## config.mk

```make
export PLATFORM = sky130hd
export DESIGN_NAME = vip_frame_buf_arbiter_flat
export DESIGN_NICKNAME = d
export VERILOG_FILES = /design/src/rtl/vip_frame_buf_arbiter_if.sv /design/src/rtl/vip_frame_buf_arbiter.sv /design/src/flat_wrapper.sv
export SDC_FILE = /design/constraint.sdc
export NUM_CORES = 1
export LEC_CHECK = 0
export CAP_MARGIN = 20
export CORE_UTILIZATION = 35
export CTS_CLUSTER_DIAMETER = 40
export DETAILED_ROUTE_END_ITERATION = 16
export GPL_TIMING_DRIVEN = 1
export RECOVER_POWER = 50
export SLEW_MARGIN = 10
export SYNTH_ARGS = -nofsm -noshare
export SYNTH_HDL_FRONTEND = slang
export SYNTH_SLANG_ARGS = --single-unit
```

## constraint.sdc

```tcl
create_clock -name clk -period 2.2 [get_ports clk]
set_clock_uncertainty 0.05 [all_clocks]
set_input_delay 0.33 -clock clk [delete_from_list [all_inputs] [get_ports clk]]
set_output_delay 0.33 -clock clk [all_outputs]
set_load 0.05 [all_outputs]
```

## src/rtl/vip_frame_buf_arbiter_if.sv

```systemverilog
// rtl/vip_frame_buf_arbiter_if.sv - requester, reader and shared-memory signals of the frame buffer arbiter
interface vip_frame_buf_arbiter_if #(
    parameter int DATA_W = 8,
    parameter int PIX_W  = 19
);
    logic              frame_start;
    logic              wr_req;
    logic [DATA_W-1:0] wr_data;
    logic              wr_ack;
    logic              rd_req;
    logic              rd_valid;
    logic [DATA_W-1:0] rd_data;
    logic              mem_en;
    logic              mem_we;
    logic [PIX_W:0]    mem_addr;
    logic [DATA_W-1:0] mem_wdata;
    logic [DATA_W-1:0] mem_rdata;
    logic              wr_bank;
    logic              busy;

    modport slave (
        input  frame_start, wr_req, wr_data, rd_req, mem_rdata,
        output wr_ack, rd_valid, rd_data, mem_en, mem_we, mem_addr, mem_wdata, wr_bank, busy
    );

    modport master (
        output frame_start, wr_req, wr_data, rd_req, mem_rdata,
        input  wr_ack, rd_valid, rd_data, mem_en, mem_we, mem_addr, mem_wdata, wr_bank, busy
    );
endinterface

```

## src/rtl/vip_frame_buf_arbiter.sv

```systemverilog
// rtl/vip_frame_buf_arbiter.sv - ping-pong frame buffer arbiter granting write/read bursts on one single-port memory
module vip_frame_buf_arbiter #(
    parameter int DATA_W       = 8,
    parameter int PIX_W        = 19,
    parameter int FRAME_PIXELS = 307200,
    parameter int BURST_LEN    = 16
) (
    input  logic                    clk,
    input  logic                    rst_n,
    vip_frame_buf_arbiter_if.slave  bus
);
    localparam int BW = (BURST_LEN > 1) ? $clog2(BURST_LEN) : 1;

    typedef enum logic [1:0] {IDLE, WR_BURST, RD_BURST} state_e;

    state_e            state_q;
    logic [BW-1:0]     beat_q;
    logic [PIX_W-1:0]  wr_ptr_q, rd_ptr_q;
    logic [PIX_W-1:0]  wr_ptr_d, rd_ptr_d;
    logic              wr_bank_q, pend_q, last_wr_q;
    logic              mem_en_q, mem_we_q, wr_ack_q, busy_q, rd_valid_q;
    logic [PIX_W:0]    mem_addr_q;
    logic [DATA_W-1:0] wdata_hold_q;
    logic              grant_wr, grant_rd, last_beat;

    always_comb begin
        wr_ptr_d  = (wr_ptr_q == PIX_W'(FRAME_PIXELS - 1)) ? '0 : wr_ptr_q + PIX_W'(1);
        rd_ptr_d  = (rd_ptr_q == PIX_W'(FRAME_PIXELS - 1)) ? '0 : rd_ptr_q + PIX_W'(1);
        // On a tie the side not served last wins; last_wr_q resets to "read" so write wins first.
        grant_wr  = bus.wr_req & (~bus.rd_req | ~last_wr_q);
        grant_rd  = bus.rd_req & (~bus.wr_req | last_wr_q);
        last_beat = (beat_q == BW'(BURST_LEN - 1));
    end

    always_ff @(posedge clk) begin
        if (!rst_n) begin
            state_q      <= IDLE;
            beat_q       <= '0;
            wr_ptr_q     <= '0;
            rd_ptr_q     <= '0;
            wr_bank_q    <= 1'b0;
            pend_q       <= 1'b0;
            last_wr_q    <= 1'b0;
            mem_en_q     <= 1'b0;
            mem_we_q     <= 1'b0;
            wr_ack_q     <= 1'b0;
            busy_q       <= 1'b0;
            rd_valid_q   <= 1'b0;
            mem_addr_q   <= '0;
            wdata_hold_q <= '0;
        end else begin
            rd_valid_q <= (state_q == RD_BURST);
            case (state_q)
                IDLE: begin
                    if (pend_q || bus.frame_start) begin
                        pend_q    <= 1'b0;
                        wr_bank_q <= ~wr_bank_q;
                        wr_ptr_q  <= '0;
                        rd_ptr_q  <= '0;
                    end else if (grant_wr || grant_rd) begin
                        state_q    <= grant_wr ? WR_BURST : RD_BURST;
                        last_wr_q  <= grant_wr;
                        beat_q     <= '0;
                        mem_en_q   <= 1'b1;
                        mem_we_q   <= grant_wr;
                        wr_ack_q   <= grant_wr;
                        busy_q     <= 1'b1;
                        mem_addr_q <= grant_wr ? {wr_bank_q, wr_ptr_q} : {~wr_bank_q, rd_ptr_q};
                    end
                end
                WR_BURST, RD_BURST: begin
                    if (bus.frame_start) pend_q <= 1'b1;
                    if (state_q == WR_BURST) begin
                        wr_ptr_q     <= wr_ptr_d;
                        wdata_hold_q <= bus.wr_data;
                    end else begin
                        rd_ptr_q <= rd_ptr_d;
                    end
                    if (last_beat) begin
                        state_q  <= IDLE;
                        beat_q   <= '0;
                        mem_en_q <= 1'b0;
                        mem_we_q <= 1'b0;
                        wr_ack_q <= 1'b0;
                        busy_q   <= 1'b0;
                    end else begin
                        beat_q     <= beat_q + BW'(1);
                        mem_addr_q <= {mem_addr_q[PIX_W], (state_q == WR_BURST) ? wr_ptr_d : rd_ptr_d};
                    end
                end
                default: state_q <= IDLE;
            endcase
        end
    end

    // Write data comes straight from the FWFT head so it stays aligned with the same-cycle pop.
    assign bus.mem_wdata = (state_q == WR_BURST) ? bus.wr_data : wdata_hold_q;
    assign bus.rd_data   = rd_valid_q ? bus.mem_rdata : '0;
    assign bus.rd_valid  = rd_valid_q;
    assign bus.mem_en    = mem_en_q;
    assign bus.mem_we    = mem_we_q;
    assign bus.wr_ack    = wr_ack_q;
    assign bus.busy      = busy_q;
    assign bus.mem_addr  = mem_addr_q;
    assign bus.wr_bank   = wr_bank_q;
endmodule
```

## src/flat_wrapper.sv

```systemverilog
// flat-port wrapper written by rule: the top's interface ports become plain ports
module vip_frame_buf_arbiter_flat 
#(
    parameter int DATA_W       = 8,
    parameter int PIX_W        = 19,
    parameter int FRAME_PIXELS = 307200,
    parameter int BURST_LEN    = 16
)
  (clk, rst_n, bus_frame_start, bus_wr_req, bus_wr_data, bus_rd_req, bus_mem_rdata, bus_wr_ack, bus_rd_valid, bus_rd_data, bus_mem_en, bus_mem_we, bus_mem_addr, bus_mem_wdata, bus_wr_bank, bus_busy);
  vip_frame_buf_arbiter_if #(.DATA_W(DATA_W), .PIX_W(PIX_W)) bus_i ();
  input  logic clk;
  input  logic rst_n;
  input wire logic [$bits(bus_i.frame_start)-1:0] bus_frame_start;
  input wire logic [$bits(bus_i.wr_req)-1:0] bus_wr_req;
  input wire logic [$bits(bus_i.wr_data)-1:0] bus_wr_data;
  input wire logic [$bits(bus_i.rd_req)-1:0] bus_rd_req;
  input wire logic [$bits(bus_i.mem_rdata)-1:0] bus_mem_rdata;
  output wire logic [$bits(bus_i.wr_ack)-1:0] bus_wr_ack;
  output wire logic [$bits(bus_i.rd_valid)-1:0] bus_rd_valid;
  output wire logic [$bits(bus_i.rd_data)-1:0] bus_rd_data;
  output wire logic [$bits(bus_i.mem_en)-1:0] bus_mem_en;
  output wire logic [$bits(bus_i.mem_we)-1:0] bus_mem_we;
  output wire logic [$bits(bus_i.mem_addr)-1:0] bus_mem_addr;
  output wire logic [$bits(bus_i.mem_wdata)-1:0] bus_mem_wdata;
  output wire logic [$bits(bus_i.wr_bank)-1:0] bus_wr_bank;
  output wire logic [$bits(bus_i.busy)-1:0] bus_busy;
  assign bus_i.frame_start = bus_frame_start;
  assign bus_i.wr_req = bus_wr_req;
  assign bus_i.wr_data = bus_wr_data;
  assign bus_i.rd_req = bus_rd_req;
  assign bus_i.mem_rdata = bus_mem_rdata;
  assign bus_wr_ack = bus_i.wr_ack;
  assign bus_rd_valid = bus_i.rd_valid;
  assign bus_rd_data = bus_i.rd_data;
  assign bus_mem_en = bus_i.mem_en;
  assign bus_mem_we = bus_i.mem_we;
  assign bus_mem_addr = bus_i.mem_addr;
  assign bus_mem_wdata = bus_i.mem_wdata;
  assign bus_wr_bank = bus_i.wr_bank;
  assign bus_busy = bus_i.busy;
  vip_frame_buf_arbiter #(.DATA_W(DATA_W), .PIX_W(PIX_W), .FRAME_PIXELS(FRAME_PIXELS), .BURST_LEN(BURST_LEN)) u_core (.clk(clk), .rst_n(rst_n), .bus(bus_i));
endmodule
```

## Yosys cells after proc, flatten, opt, wreduce, memory -nomap -nowiden

Cells that the tools add are included.

| cells by class | value |
|---|---|
| add/sub/neg operators | 3 |
| equality and inequality tests | 13 |
| muxes and demuxes | 34 |
| bitwise operators | 10 |
| reduce and logical (&&, ||, !) cells | 15 |

Operator list:

| kind | count |
|---|---|
| two-way mux 19 bit | 7 |
| one-hot mux 19 bit (2 select lines) | 2 |
| two-way mux 20 bit | 3 |
| one-hot mux 20 bit (2 select lines) | 1 |
| adder 19 x 1 -> 19 bit (second input constant) | 2 |
| equality test 19 bit (second input constant) | 2 |
| AND reduction 3 bit | 6 |
| two-way mux 8 bit | 2 |
| two-way mux 4 bit | 3 |
| AND reduction 4 bit | 3 |
| two-way mux 2 bit | 4 |
| inequality test 2 x 1 -> 1 bit (second input constant) | 4 |
| inequality test 2 bit (second input constant) | 4 |
| one-hot mux 4 bit (2 select lines) | 1 |
| two-way mux 1 bit | 7 |
| NOT 1 bit | 6 |
| one-hot mux 1 bit (2 select lines) | 3 |
| adder 4 x 1 -> 4 bit (second input constant) | 1 |
| equality test 4 bit (second input constant) | 1 |
| one-hot mux 2 bit (2 select lines) | 1 |
| AND 1 bit | 2 |
| equality test 2 x 1 -> 1 bit (second input constant) | 1 |
| equality test 2 bit (second input constant) | 1 |
| zero test 2 bit | 1 |
| 5 further kinds | 7 |

| storage, ports and cells | value |
|---|---|
| flip-flop bits (word level) | 78 |
| output and inout port bits | 42 |

## Depth between registers and ports, before layout

| depth | value |
|---|---|
| depth after elaboration | 7 |
| mapped depth | 10 |
| mapped depth without buffers | 8 |

## Worst setup path before layout

Ideal clock, no wire load.

| timing | value |
|---|---|
| kind | flip-flop to flip-flop |
| start | reg u_core.wr_ptr_q[0] |
| end | reg u_core.wr_ptr_q[16] |
| library setup time | 118 ps |
| arrival | 1895 ps |
| required time | 2032 ps |
| path slack | 137 ps |
| cell stages (with the launch flop) | 9 |
| path buffers | 1 |
| period minus slack after synthesis | 2063 ps |
| cells stage by stage | dfxtp_1 -> ha_1 -> nand3_2 -> or3_1 -> buf_6 -> nor2_1 -> mux2_2 -> a22oi_1 -> nor2b_1 |

| between the ends | value |
|---|---|
| longest elaborated chain between the ends | 4 |

RTL lines:

| item | RTL line | RTL |
|---|---|---|
| start, declared | vip_frame_buf_arbiter.sv:18 | `logic [PIX_W-1:0] wr_ptr_q, rd_ptr_q;` |
| start signal, assigned | vip_frame_buf_arbiter.sv:74 | `wr_ptr_q <= wr_ptr_d;` |
| adder 19 x 1 -> 19 bit or equality test 19 bit (tied branches) | vip_frame_buf_arbiter.sv:27 | `wr_ptr_d = (wr_ptr_q == PIX_W'(FRAME_PIXELS - 1)) ? '0 : wr_ptr_q + PIX_W'(1);` |
| two-way mux 19 bit (*) | vip_frame_buf_arbiter.sv:27 |  |
| two-way mux 19 bit (*) | vip_frame_buf_arbiter.sv:73 | `if (state_q == WR_BURST) begin` |
| one-hot mux 19 bit (2 select lines) (*) | vip_frame_buf_arbiter.sv:53 | `case (state_q)` |

Mark *: on every way between the ends. The rest lies on a longest branch, timed or not. The select of a mux whose other input is x is not followed.
A chain may end at the register's enable or synchronous reset.

## Final worst setup path

| timing | value |
|---|---|
| start | reg u_core.rd_ptr_q[0] |
| end | reg u_core.rd_ptr_q[18] |

| between the ends | value |
|---|---|
| longest elaborated chain between the ends | 4 |

RTL lines:

| item | RTL line | RTL |
|---|---|---|
| start, declared | vip_frame_buf_arbiter.sv:18 |  |
| start signal, assigned | vip_frame_buf_arbiter.sv:77 | `rd_ptr_q <= rd_ptr_d;` |
| adder 19 x 1 -> 19 bit or equality test 19 bit (tied branches) | vip_frame_buf_arbiter.sv:28 | `rd_ptr_d = (rd_ptr_q == PIX_W'(FRAME_PIXELS - 1)) ? '0 : rd_ptr_q + PIX_W'(1);` |
| two-way mux 19 bit (*) | vip_frame_buf_arbiter.sv:28 |  |
| two-way mux 19 bit (*) | vip_frame_buf_arbiter.sv:73 |  |
| one-hot mux 19 bit (2 select lines) (*) | vip_frame_buf_arbiter.sv:53 |  |

Marks and branches as above.

==> qor.txt <==
DRT Wirelength: 15.5 mm
Synthesized cell area: 0.00500 mm^2
Post-route ant nets: 0
H-tree depth: 3
Main flop type after synthesis: dfxtp_1
Die Area: 0.0148 mm^2
Tcrit/Tclk final: 94.8%
Design area: 0.00680 mm^2
Asr flop ratio synth: 0%
Worst Path Buf+Inv: 0
Worst-path clk slew: 0.06 ns
Seq/Total Area, Yosys: 31.2%
CTS tree: yes
Synth area leader: dfxtp_1
Vias per inst: 5.44
GRT Resource Usage Total: 21.9%
# DRC: 0
Largest net degree at the start of global routing: 43
Synth cell types: 66
Rel. slew slack: 60.6%
Final hold violation count: 0
CP max FO: 5
DP Area: 0.00641 mm^2
Vias: 5053
# hold bufs at CTS: 0
Post-detail-place hpwl: 11.4 mm
Post-synth EDFFs: 0
Yosys top cell area share: 31.2%
Hold Path Class: in -> reg
# rows: 43
CTS Buffer Depth: 2
# diodes: 0
Number of buffers created by CTS: 9
Slew Viols, Final: 0
Global placement routability congestion: 0.924
Setup WS post-layout: 0.115 ns
Critical path type: reg -> reg
RSZ-0062 raised after global routing: false
CP arrival: 2.28 ns
Worst-margin pin slew: 0.594 ns
Iteration count of the initial detailed-routing pass: 5
Max rail drop VDD: 0.000458 V
Post-Syn Instances: 631
Highest-delay cell along the critical path: or3_4
Synth area leaders: dfxtp_1, nor2b_1, nand2_1
Worst setup SP type: flop
Delay-heaviest family, CP: simple AND/OR/NAND/NOR gates
CP Capture Type: flop
Sink Count: 78
CP Cell Sequence: ha_1 > nand4_1 > or3_4 > or2_1 > and2_4 > a21oi_1 > o21ai_1
1st-iter DRT viols: 415
Core Area: 0.0139 mm^2
Power Density: 894 mW/mm^2
WL/cell: 16.6 um
Mapped Nets: 659
GRT overflow: 0
I/O pins: 63
Root Driver: clkbuf_16
Setup WS pre-CTS: -0.0576 ns
Clock latency on the worst-skew pair: 0.35 ns
Initial antenna violation count: 0
Final nets: 772
Share of cells above drive strength 1: 22.7%
Die H: 122 um
Hold Worst Slack: 0.353 ns
Setup Viol. Count Final: 0
Max-cap violations: 0
Max incr delay on CP: 0.42 ns
YS warnings: 0
Layout area overhead: 36.0%
Pleak: 2.60 nW
IO Port Bufs: 62
First-pass GRT wire length: 25.0 mm
Final Util: 48.8%
Fmax: 480 MHz
Vias in the first global route: 4870
Worst EP required: 2.39 ns
Minimum clock period: 2.08 ns
Die Width: 122 um
Status: finished, final reports clean
Yosys reg bits: 78
Initial Util: 35.9%
Syn avg cell area: 7.93 um^2
per-layer routing:
layer / up-vias / track usage [%] / routed length [um]
met5: - / 0 / 0
met4: 0 / 10.3 / 342
met3: 21 / 3.32 / 963
met2: 170 / 34.9 / 7210
met1: 2380 / 28.9 / 6940
li1: 2482 / - / -
kinds of logic (layout without fill, tap and decap cells):
kind of cell / Yosys count / after routing / synth area share (%)
multiplexers: 24 / 24 / 5.10
AO/OA/AOI/OAI: 144 / 144 / 19.1
AND/OR/NAND/NOR: 285 / 285 / 32.0
adder cells (fa/ha/maj): 7 / 7 / 1.75
buffers and inverters: 64 / 182 / 5.80
XOR/XNOR: 29 / 29 / 5.08
flip-flops: 78 / 78 / 31.2
registers in the layout (all words and copies together), names as in the netlist, 2 cells and up:
name	count
u_core.bus.mem_addr	20
u_core.wdata_hold_q	8
u_core.state_q	2
u_core.rd_ptr_q	19
u_core.beat_q	4
u_core.wr_ptr_q	19
worst paths after layout:
| path | startpoint | to | slack, ns | cells after the start |
|---|---|---|---|---|
| worst max register to register | u_core.rd_ptr_q[0]$_SDFFE_PN0P_ | u_core.rd_ptr_q[18]$_SDFFE_PN0P_ | 0.12 | 7 |
| worst max-delay path | u_core.rd_ptr_q[0]$_SDFFE_PN0P_ | u_core.rd_ptr_q[18]$_SDFFE_PN0P_ | 0.12 | 7 |
| worst min register to register | u_core.bus.mem_addr[12]$_SDFFE_PN0P_ | u_core.bus.mem_addr[12]$_SDFFE_PN0P_ | 0.42 | 2 |
| worst min-delay path | rst_n | u_core.rd_ptr_q[10]$_SDFFE_PN0P_ | 0.35 | 3 |
final cells by class:
cell class                      instances  area (um^2)
Clock inverter                          6          134
Multi-Input combinational cell        489         3190
Inverter                                9         33.8
Sequential cell                        78         1570
Fill cell                            1337         7130
Timing Repair Buffer                  157         1420
Clock buffer                           10          229
Tap cell                              180          225
tightest hold or removal path, stage by stage:
cell	delay, ns
buf_2	0.22
nand2_1	0.11
o21ai_1	0.05
cell usage in the layout, fill, tap and decap left out, types with 5 or more instances in the layout:
master           instances
a211oi_1                 7
a21boi_0                12
a21oi_1                 33
a22oi_1                  7
and2_1                  10
buf_12                  12
buf_4                   89
clkbuf_1                 9
clkbuf_16               10
clkdlybuf4s50_1         21
dfxtp_1                 75
dlygate4sd3_1           24
ha_1                     5
inv_1                    8
mux2_2                  12
mux2i_1                 12
nand2_1                 54
nand3_1                 33
nand4_1                 12
nand4b_1                 5
nor2_1                  46
nor2b_1                 34
nor3_1                  24
nor3b_1                 13
nor4_1                   8
o21ai_0                 33
o221ai_1                 8
o31ai_1                  6
or3_1                    5
xnor2_1                 22
xor2_1                   7
where the power goes:
group          internal, mW  switching [mW]
registers              1.57           0.112
clock network          1.22           0.627
logic                 0.986            1.56
total                  3.78            2.30
stage by stage:
stage | setup TNS (ns) | total power [mW] | cells
after detailed placement | -0.190 | 4.28 | 912
after global placement | -0.0176 | 4.24 | 912
after floorplan | 0 | 3.24 | 631
after global routing | 0 | 6.38 | 929
after CTS | 0 | 6.14 | 928
final | 0 | 6.08 | 929
cell usage after synthesis, types with 3 or more instances:
master / instances
and3_1: 4
mux2i_1: 12
buf_4: 4
xnor2_1: 22
o21ai_0: 33
nor4_1: 8
nor2_1: 47
clkbuf_2: 3
o221ai_1: 8
nand3_1: 33
nand4_1: 12
nor2b_1: 34
dfxtp_1: 78
or3_1: 6
o221a_2: 4
and2_1: 14
nor3_1: 25
nand2b_1: 4
clkbuf_1: 28
o21ai_1: 4
inv_1: 9
a21boi_0: 14
nand2_1: 55
buf_2: 19
a21o_1: 3
o211ai_1: 4
o22ai_1: 3
a211oi_1: 7
nand3_2: 3
a22oi_1: 7
nor3b_1: 13
o31ai_1: 6
nand4b_1: 5
ha_1: 7
or2_2: 3
a21oi_1: 33
mux2_2: 12
xor2_1: 7
what timing repair did:
action                     in CTS  in global routing
resized for setup               1                 13
pin swaps                       0                  1
setup endpoints to repair       5                 30
cloned                          0                  1
hold endpoints to repair        0                  0
setup buffers                   0                  0
No activity file was read; power rests on OpenSTA's default activity.
